[src/rtl/spectrum_gfx_pkg.sv]
// Shared graphics types for the spectrum renderer: RGB332 pixel, bar palette, peak colour.
package spectrum_gfx_pkg;

  typedef struct packed {
    logic [2:0] r;
    logic [2:0] g;
    logic [1:0] b;
  } rgb332_t;

  // Rainbow sweep across the first 14 bars, then two muted tones.
  localparam rgb332_t PALETTE [16] = '{
    8'hE0, 8'hEC, 8'hF4, 8'hFC, 8'h9C, 8'h1C, 8'h1D, 8'h1F,
    8'h13, 8'h03, 8'h63, 8'hA3, 8'hE3, 8'hE1, 8'h92, 8'h49
  };

  localparam rgb332_t PEAK_COLOUR = '{r: 3'd7, g: 3'd7, b: 2'd3};
  localparam rgb332_t BLACK       = '{r: 3'd0, g: 3'd0, b: 2'd0};

endpackage

[src/rtl/spectrum_peak_tracker.sv]
// Per-bar peak marker: holds the highest recent height, then decays toward the live height.
module spectrum_peak_tracker #(
  parameter int H_W         = 9,
  parameter int HOLD_FRAMES = 30,
  parameter int DECAY       = 4
) (
  input  logic           clk,
  input  logic           rst,
  input  logic           update,
  input  logic [H_W-1:0] h,
  output logic [H_W-1:0] p
);

  localparam int T_W = (HOLD_FRAMES > 0) ? $clog2(HOLD_FRAMES + 1) : 1;

  logic [H_W-1:0] p_reg;
  logic [T_W-1:0] t_reg;
  logic [H_W-1:0] decayed;

  assign decayed = (int'(p_reg) > DECAY) ? p_reg - H_W'(DECAY) : '0;

  always_ff @(posedge clk) begin
    if (rst) begin
      p_reg <= '0;
      t_reg <= '0;
    end else if (update) begin
      if (h >= p_reg) begin
        p_reg <= h;
        t_reg <= T_W'(HOLD_FRAMES);
      end else if (t_reg != '0) begin
        t_reg <= t_reg - T_W'(1);
      end else begin
        p_reg <= (decayed > h) ? decayed : h;
      end
    end
  end

  assign p = p_reg;

endmodule

[src/rtl/spectrum_bar_renderer.sv]
// Bar-graph spectrum renderer with a 2-cycle pixel pipeline.
// Optional peak markers are enabled by defining SPECTRUM_PEAK_HOLD_EN.
module spectrum_bar_renderer
  import spectrum_gfx_pkg::*;
#(
  parameter int N_BARS      = 16,
  parameter int BAR_W_LOG2  = 5,
  parameter int GAP         = 2,
  parameter int MAG_W       = 36,
  parameter int SCREEN_H    = 480,
  parameter int HOLD_FRAMES = 30,
  parameter int DECAY       = 4
) (
  input  logic             clk,
  input  logic             rst,
  input  logic             frame_start,
  input  logic             active,
  input  logic [9:0]       x,
  input  logic [9:0]       y,
  input  logic [MAG_W-1:0] magnitudes [N_BARS],
  output logic [2:0]       red_out,
  output logic [2:0]       green_out,
  output logic [1:0]       blue_out
);

  localparam int H_W      = $clog2(SCREEN_H + 1);
  localparam int B_W      = 10 - BAR_W_LOG2;
  localparam int LIT_COLS = (1 << BAR_W_LOG2) - GAP;
  localparam logic [MAG_W/2-1:0] SAT_MAG = (MAG_W/2)'(SCREEN_H);

  if (N_BARS < 1 || N_BARS > 32 || GAP < 0 || LIT_COLS < 1 || (MAG_W % 2) != 0 ||
      HOLD_FRAMES < 0 || DECAY < 0) begin : g_bad_params
    $error("spectrum_bar_renderer: illegal parameter set");
  end

  logic [H_W-1:0] h_shadow [N_BARS];
`ifdef SPECTRUM_PEAK_HOLD_EN
  logic [H_W-1:0] p_shadow [N_BARS];
`endif

  for (genvar gi = 0; gi < N_BARS; gi++) begin : g_bar
    logic [MAG_W/2-1:0] upper;
    logic [H_W-1:0]     h_next;
    logic [H_W-1:0]     h_reg;
    logic               unused_low;

    assign upper      = magnitudes[gi][MAG_W-1:MAG_W/2];
    assign unused_low = ^magnitudes[gi][MAG_W/2-1:0];
    assign h_next     = (upper > SAT_MAG) ? H_W'(SCREEN_H) : H_W'(upper);

    always_ff @(posedge clk) begin
      if (rst) h_reg <= '0;
      else if (frame_start) h_reg <= h_next;
    end
    assign h_shadow[gi] = h_reg;

`ifdef SPECTRUM_PEAK_HOLD_EN
    spectrum_peak_tracker #(
      .H_W(H_W), .HOLD_FRAMES(HOLD_FRAMES), .DECAY(DECAY)
    ) u_peak (
      .clk(clk), .rst(rst), .update(frame_start), .h(h_next), .p(p_shadow[gi])
    );
`endif
  end

  // Stage 1 captures the selected bar's shadow values alongside the pixel, so a
  // frame_start in the same cycle only affects pixels presented afterwards.
  logic [B_W-1:0]        b_in;
  logic [BAR_W_LOG2-1:0] c_in;
  logic                  in_bar;
  logic [H_W-1:0]        h_sel;

  assign b_in   = x[9:BAR_W_LOG2];
  assign c_in   = x[BAR_W_LOG2-1:0];
  assign in_bar = active && (int'(b_in) < N_BARS) && (int'(c_in) < LIT_COLS);

  always_comb begin
    h_sel = '0;
    for (int i = 0; i < N_BARS; i++)
      if (int'(b_in) == i) h_sel = h_shadow[i];
  end

  logic           valid_reg;
  logic [9:0]     y_reg;
  logic [H_W-1:0] h_sel_reg;
  logic [3:0]     pal_idx_reg;

  always_ff @(posedge clk) begin
    if (rst) begin
      valid_reg   <= 1'b0;
      y_reg       <= '0;
      h_sel_reg   <= '0;
      pal_idx_reg <= '0;
    end else begin
      valid_reg   <= in_bar;
      y_reg       <= y;
      h_sel_reg   <= h_sel;
      pal_idx_reg <= 4'(b_in);
    end
  end

  logic [10:0] y_ext;
  logic [10:0] bar_top;
  logic        bar_on;
  rgb332_t     colour;

  assign y_ext   = {1'b0, y_reg};
  assign bar_top = 11'(SCREEN_H) - 11'(h_sel_reg);
  assign bar_on  = valid_reg && (y_ext >= bar_top);

`ifdef SPECTRUM_PEAK_HOLD_EN
  logic [H_W-1:0] p_sel;
  logic [H_W-1:0] p_sel_reg;
  logic [10:0]    peak_top;
  logic           peak_on;

  always_comb begin
    p_sel = '0;
    for (int i = 0; i < N_BARS; i++)
      if (int'(b_in) == i) p_sel = p_shadow[i];
  end

  always_ff @(posedge clk) begin
    if (rst) p_sel_reg <= '0;
    else p_sel_reg <= p_sel;
  end

  // Marker is two rows tall, starting at the peak's top row.
  assign peak_top = 11'(SCREEN_H) - 11'(p_sel_reg);
  assign peak_on  = valid_reg && (p_sel_reg != '0) &&
                    ((y_ext == peak_top) || (y_ext == peak_top + 11'd1));
  assign colour   = peak_on ? PEAK_COLOUR : (bar_on ? PALETTE[pal_idx_reg] : BLACK);
`else
  assign colour   = bar_on ? PALETTE[pal_idx_reg] : BLACK;
`endif

  always_ff @(posedge clk) begin
    if (rst) begin
      red_out   <= '0;
      green_out <= '0;
      blue_out  <= '0;
    end else begin
      red_out   <= colour.r;
      green_out <= colour.g;
      blue_out  <= colour.b;
    end
  end

endmodule

[config.mk]
export PLATFORM = sky130hd
export DESIGN_NAME = spectrum_bar_renderer
export DESIGN_NICKNAME = d
export VERILOG_FILES = /design/src/rtl/spectrum_gfx_pkg.sv /design/src/rtl/spectrum_peak_tracker.sv /design/src/rtl/spectrum_bar_renderer.sv
export SDC_FILE = /design/constraint.sdc
export NUM_CORES = 1
export LEC_CHECK = 0
export BUFFER_PORTS_ARGS = -buffer_cell sky130_fd_sc_hd__buf_2
export CAP_MARGIN = 25
export CELL_PAD_IN_SITES_DETAIL_PLACEMENT = 0
export CELL_PAD_IN_SITES_GLOBAL_PLACEMENT = 1
export CORE_AREA = 2 2 240 242
export DETAILED_ROUTE_END_ITERATION = 16
export DIE_AREA = 0 0 242 244
export GPL_TIMING_DRIVEN = 0
export PLACE_DENSITY = 0.47
export SLEW_MARGIN = 5
export SYNTH_ARGS = -nofsm -noshare
export SYNTH_HDL_FRONTEND = slang
export SYNTH_SLANG_ARGS = --single-unit
[constraint.sdc]
create_clock -name clk -period 6.2 [get_ports clk]
set_clock_uncertainty 0.15 [all_clocks]
set_input_delay 0.31 -clock clk [delete_from_list [all_inputs] [get_ports clk]]
set_output_delay 0.31 -clock clk [all_outputs]
set_load 0.01 [all_outputs]
After elaboration in Yosys (flattened, before gate mapping)
Memories as Yosys holds them, arrays and structs flattened. A register that Yosys moved wholly into a read port is not among the register bits.
Cells that the tools add are included.
{"block": "classes", "add_sub_neg": 1, "n_lt_le_gt_ge": 19, "n_eq_ne": 15, "mux": 32, "n_bitwise": 2, "n_reduce_logical": 5}
{"operator": "$gt A18 B9 Y1 const B", "n": 16}
{"operator": "$mux W9", "n": 32}
{"operator": "$eq A5 B5 Y1 const B", "n": 8}
{"operator": "$eq A5 B4 Y1 const B", "n": 4}
{"operator": "$ge A10 B11 Y1", "n": 1}
{"operator": "$eq A5 B3 Y1 const B", "n": 2}
{"operator": "$lt A5 B5 Y1 const B", "n": 2}
{"operator": "$sub A9 B9 Y10 const A", "n": 1}
{"operator": "$eq A5 B2 Y1 const B", "n": 1}
{"operator": "$logic_not A5 Y1", "n": 1}
{"operator": "$not A4 Y5", "n": 1}
{"operator": "$logic_and A1 B1 Y1", "n": 3}
{"operator": "$reduce_or A2 Y1", "n": 1}
{"operator": "$not A1 Y1", "n": 1}
{"block": "word_totals", "reg_bits": 168, "romBits": 128, "in_bits": 600, "wordCells": 95, "n_memories": 1}
{"name": "(name not given)", "words": 16, "width": 8, "rd": 1, "rd_ports_with_merged_regs": 1, "wr": 0, "line": "spectrum_bar_renderer.sv:134", "rtl": "assign colour = bar_on ? PALETTE[pal_idx_reg] : BLACK;"}

Longest topological paths before layout
{"block": "logic_depth", "ltp_word": 17, "ltp_mapped": 12, "ltp_nobuf": 12}

Least setup slack after synthesis
No wires, ideal clock.
{"block": "synth_timing", "path_kind": "reg2reg", "from": "register h_sel_reg[0]", "to": "register blue_out[0]", "setup_time_ps": 125, "arrival_ps": 2238, "required_ps": 5925, "path_slack_ps": 3687, "stages_incl_launch_ff": 10, "path_cell_list": "dfxtp_1 or4_4 o211ai_1 xnor2_1 ha_1 a211o_1 nor3_1 a31oi_1 o211ai_4 nor2_1"}
{"block": "synth_via", "elab_chain_len": 5}
{"element": "from (decl)", "line": "spectrum_bar_renderer.sv:85", "rtl": "logic [H_W-1:0] h_sel_reg;"}
{"element": "from (signal assigned)", "line": "spectrum_bar_renderer.sv:97", "rtl": "h_sel_reg <= h_sel;"}
{"element": "$sub A9 B9 Y10", "line": "spectrum_bar_renderer.sv:108", "rtl": "assign bar_top = 11'(SCREEN_H) - 11'(h_sel_reg);"}
{"element": "$ge A10 B11 Y1", "line": "spectrum_bar_renderer.sv:109", "rtl": "assign bar_on = valid_reg && (y_ext >= bar_top);"}
{"element": "$logic_and A1 B1 Y1", "line": "spectrum_bar_renderer.sv:109"}
{"element": "$not A1 Y1 (no line)"}
{"element": "$reduce_or A2 Y1 (no line)"}
{"element": "to (signal assigned)", "line": "spectrum_bar_renderer.sv:145", "rtl": "blue_out <= colour.b;"}
{"element": "to (decl)", "line": "spectrum_bar_renderer.sv:23", "rtl": "output logic [1:0] blue_out"}
Every way passes these cells.
A chain may end at the register's enable or synchronous reset.

Worst setup path after layout
{"block": "layout_timing", "from": "register h_sel_reg[0]", "to": "register red_out[0]"}
{"block": "layout_via", "elab_chain_len": 5}
{"element": "$sub A9 B9 Y10", "line": "spectrum_bar_renderer.sv:108"}
{"element": "$ge A10 B11 Y1", "line": "spectrum_bar_renderer.sv:109"}
{"element": "$logic_and A1 B1 Y1", "line": "spectrum_bar_renderer.sv:109"}
{"element": "$not A1 Y1 (no line)"}
{"element": "$reduce_or A2 Y1 (no line)"}
{"element": "to (signal assigned)", "line": "spectrum_bar_renderer.sv:143", "rtl": "red_out <= colour.r;"}
{"element": "to (decl)", "line": "spectrum_bar_renderer.sv:21", "rtl": "output logic [2:0] red_out,"}
Every way passes these cells.

==> results_dict.tcl <==
set metrics [dict create \
    clkLatencyLatePin_ns 0.45 \
    final_nets 2066 \
    instances_no_fill 2222 \
    tns_ns 0 \
    total_power_uw 2760 \
    io_pins 608 \
    vdd_ir_drop_max_mv 0.134 \
    initial_core_util_pct 15.5 \
    antenna_found_initial 3 \
    grt_pass1_wl_microns 64200 \
    drive_above_1_share_pct 31.1 \
    ys_types 77 \
    synth_cells 1012 \
    maxSlewViolCount 0 \
    io_buffers 315 \
    die_w_microns 242 \
    die_area_sq_mm 0.0590 \
    cp_data_required_time_ns 6.38 \
    status "complete, no violations" \
    cts_buffer_depth 2 \
    crit_top_cell "ha_1" \
    first_global_vias 9497 \
    worstPathMaxFanout 8 \
    wl_microns 44900 \
    largest_reg_flops 144 \
    placedCellCount 2083 \
    finalSetupViolCount 0 \
    synthArstFlopShare_pct 0 \
    avgViaCountPerCell 4.31 \
    worst_path_largest_cell_delay_ns 0.35 \
    synth_top_area_share_pct 40.4 \
    critPathLaunchType "flip-flop" \
    path_clk_slew_ns 0.07 \
    synthTopCellsByArea "dfxtp_1 (40%), o221a_2 (8.6%), a21oi_1 (6.8%), nor2_1 (4.7%), nand2b_1 (4.2%)" \
    ys_warn_count 0 \
    grt.total_usage_pct 14.8 \
    finalCriticalPeriod_ns 2.84 \
    drt_first_pass_iters 5 \
    slowest_stage "dfxtp_1" \
    syn-cell-area_sq_mm 0.00872 \
    drcViolationCount 0 \
    vias 9577 \
    p_leak_uw 0.00505 \
    cts_made_buffers 17 \
    rsz0062_at_grt "false" \
    critical_path_class "flip-flop to flip-flop" \
    synth_nets 1626 \
    grt_start_max_net_pins 17 \
    cts_tree "yes" \
    overflow 0 \
    synth_area_leader_cell "dfxtp_1" \
    path_cells "inv_1, ha_1, nand2_1, or2_2, nand4_1, xnor2_1, ha_1, a211o_1, nor3_1, a31oi_1, o211ai_4, nor2_1" \
    fmax_ghz 0.352 \
    fp.coreArea_sq_mm 0.0562 \
    tightest_slew_ns 1.01 \
    layout_common_cells "buf_2 (325), dfxtp_1 (176), a21oi_1 (118)" \
    routedWlPerCell_microns 20.2 \
    hold_path.class "input port to flip-flop" \
    avgSynthCellArea_sq_um 8.62 \
    die_y_microns 244 \
    htree_levels 4 \
    maxCapViolations 0 \
    row_count 87 \
    drtAntennaViolNets 0 \
    synth-seq-cells 176 \
    hpwl_microns 36600 \
    ys.flop_type "dfxtp_1" \
    powerDensity_mw_per_mm2 214 \
    crit_arrival_ns 3.02 \
    synth_edf_count 0 \
    relSlewSlack_pct 32.4 \
    ys_seq_area_share_pct 40.4 \
    areaGrowthSynthToFinish_pct 47.9 \
    cts.sinks 176 \
    layout_commonest_cell "buf_2" \
    period_share_pct 45.9 \
    drt-initial-drc-count 678 \
    end_kind "flip-flop" \
    final_hold_viol_count 0 \
    whs_ns 0.00608 \
    ctsResizeCount 0 \
    clockRootBuffer "clkbuf_16" \
    place_congestion 0.823 \
]
==> metal layers <==
| metal | GRT usage, % | part of all wire, % |
|---|---|---|
| met5 | 0 | 0.018 |
| met4 | 3.67 | 1.4 |
| met1 | 20.8 | 48 |
| met3 | 2.48 | 5.5 |
| met2 | 23.5 | 45 |
==> area by class of cell <==
| cell class | count | area (sq um) |
|---|---|---|
| Inverter | 14 | 52.6 |
| Clock inverter | 13 | 153 |
| Buffer | 59 | 288 |
| Sequential cell | 176 | 3520 |
| Fill cell | 6284 | 43300 |
| Clock buffer | 19 | 443 |
| Timing Repair Buffer | 421 | 2640 |
| Tap cell | 756 | 946 |
| Multi-Input combinational cell | 763 | 4860 |
| Antenna cell | 1 | 2.50 |
==> synth_stat cells (all sizes together) (6+ instances only) <==
| library cell | count |
|---|---|
| nor4b | 16 |
| clkbuf | 29 |
| buf | 30 |
| nand3 | 32 |
| o2bb2ai | 7 |
| mux2 | 10 |
| mux2i | 9 |
| nand2b | 60 |
| nor4 | 18 |
| nor2 | 111 |
| nand2 | 81 |
| o21ai | 19 |
| a32oi | 7 |
| o22ai | 9 |
| nand4 | 23 |
| a21oi | 118 |
| ha | 14 |
| nor2b | 45 |
| o221a | 67 |
| dfxtp | 176 |
| a31oi | 6 |
| inv | 14 |
| xnor2 | 6 |
| nor3 | 24 |
| o211ai | 6 |
==> per-stage QoR <==
step,setup slack (ns),utilization [%],area (sq um)
final,3.36,23.0,12900
after global routing,3.13,23.0,12900
after global placement,3.20,20.0,11200
after detailed placement,3.22,20.0,11200
after CTS,3.37,23.0,12900
after floorplan,3.69,-,8720
==> worst max-delay path: cells and delay by family, from the launching register on <==
kind	cells	cell delay (ns)
compound gates	3	0.79
flops	1	0.35
fa+ha+maj	2	0.47
buf+inv	1	0.07
simple gates	5	0.71
xor+xnor	1	0.17
==> cells by family after synthesis <==
| group | count (synthesis) | share of synthesized area (%) |
|---|---|---|
| and+or+nand+nor | 432 | 25.8 |
| AOI/OAI and AO/OA | 291 | 24.9 |
| DFF | 176 | 40.4 |
| buffers and inverters | 73 | 3.90 |
| muxes | 19 | 2.32 |
| adders and majority gates | 14 | 2.01 |
| xor gates and xnor gates | 7 | 0.703 |
==> power breakdown <==
group          switching, uW  internal, uW  leakage, uW
Clock                    505           615     0.000293
Combinational            227           216      0.00332
Sequential              31.1          1170      0.00144
==> worst paths after layout <==
kind | end | depth (start not counted) | slack (ns) | from
worst max-delay path | red_out[0]$_SDFF_PP0_ | 12 | 3.36 | h_sel_reg[0]$_SDFF_PP0_
worst max register to register | red_out[0]$_SDFF_PP0_ | 12 | 3.36 | h_sel_reg[0]$_SDFF_PP0_
worst min register to register | g_bar[3].h_reg[3]$_SDFFE_PP0P_ | 2 | 0.33 | g_bar[3].h_reg[3]$_SDFFE_PP0P_
worst min-delay path | g_bar[4].h_reg[3]$_SDFFE_PP0P_ | 3 | 0.006 | magnitudes[417]
==> timing repair <==
| item | in CTS | in global routing |
|---|---|---|
| setup buffers | 0 | 0 |
| hold buffers | 106 | 0 |
| endpoints found under the hold margin | 105 | 0 |
Note: power is estimated with default switching activity, not from simulation.
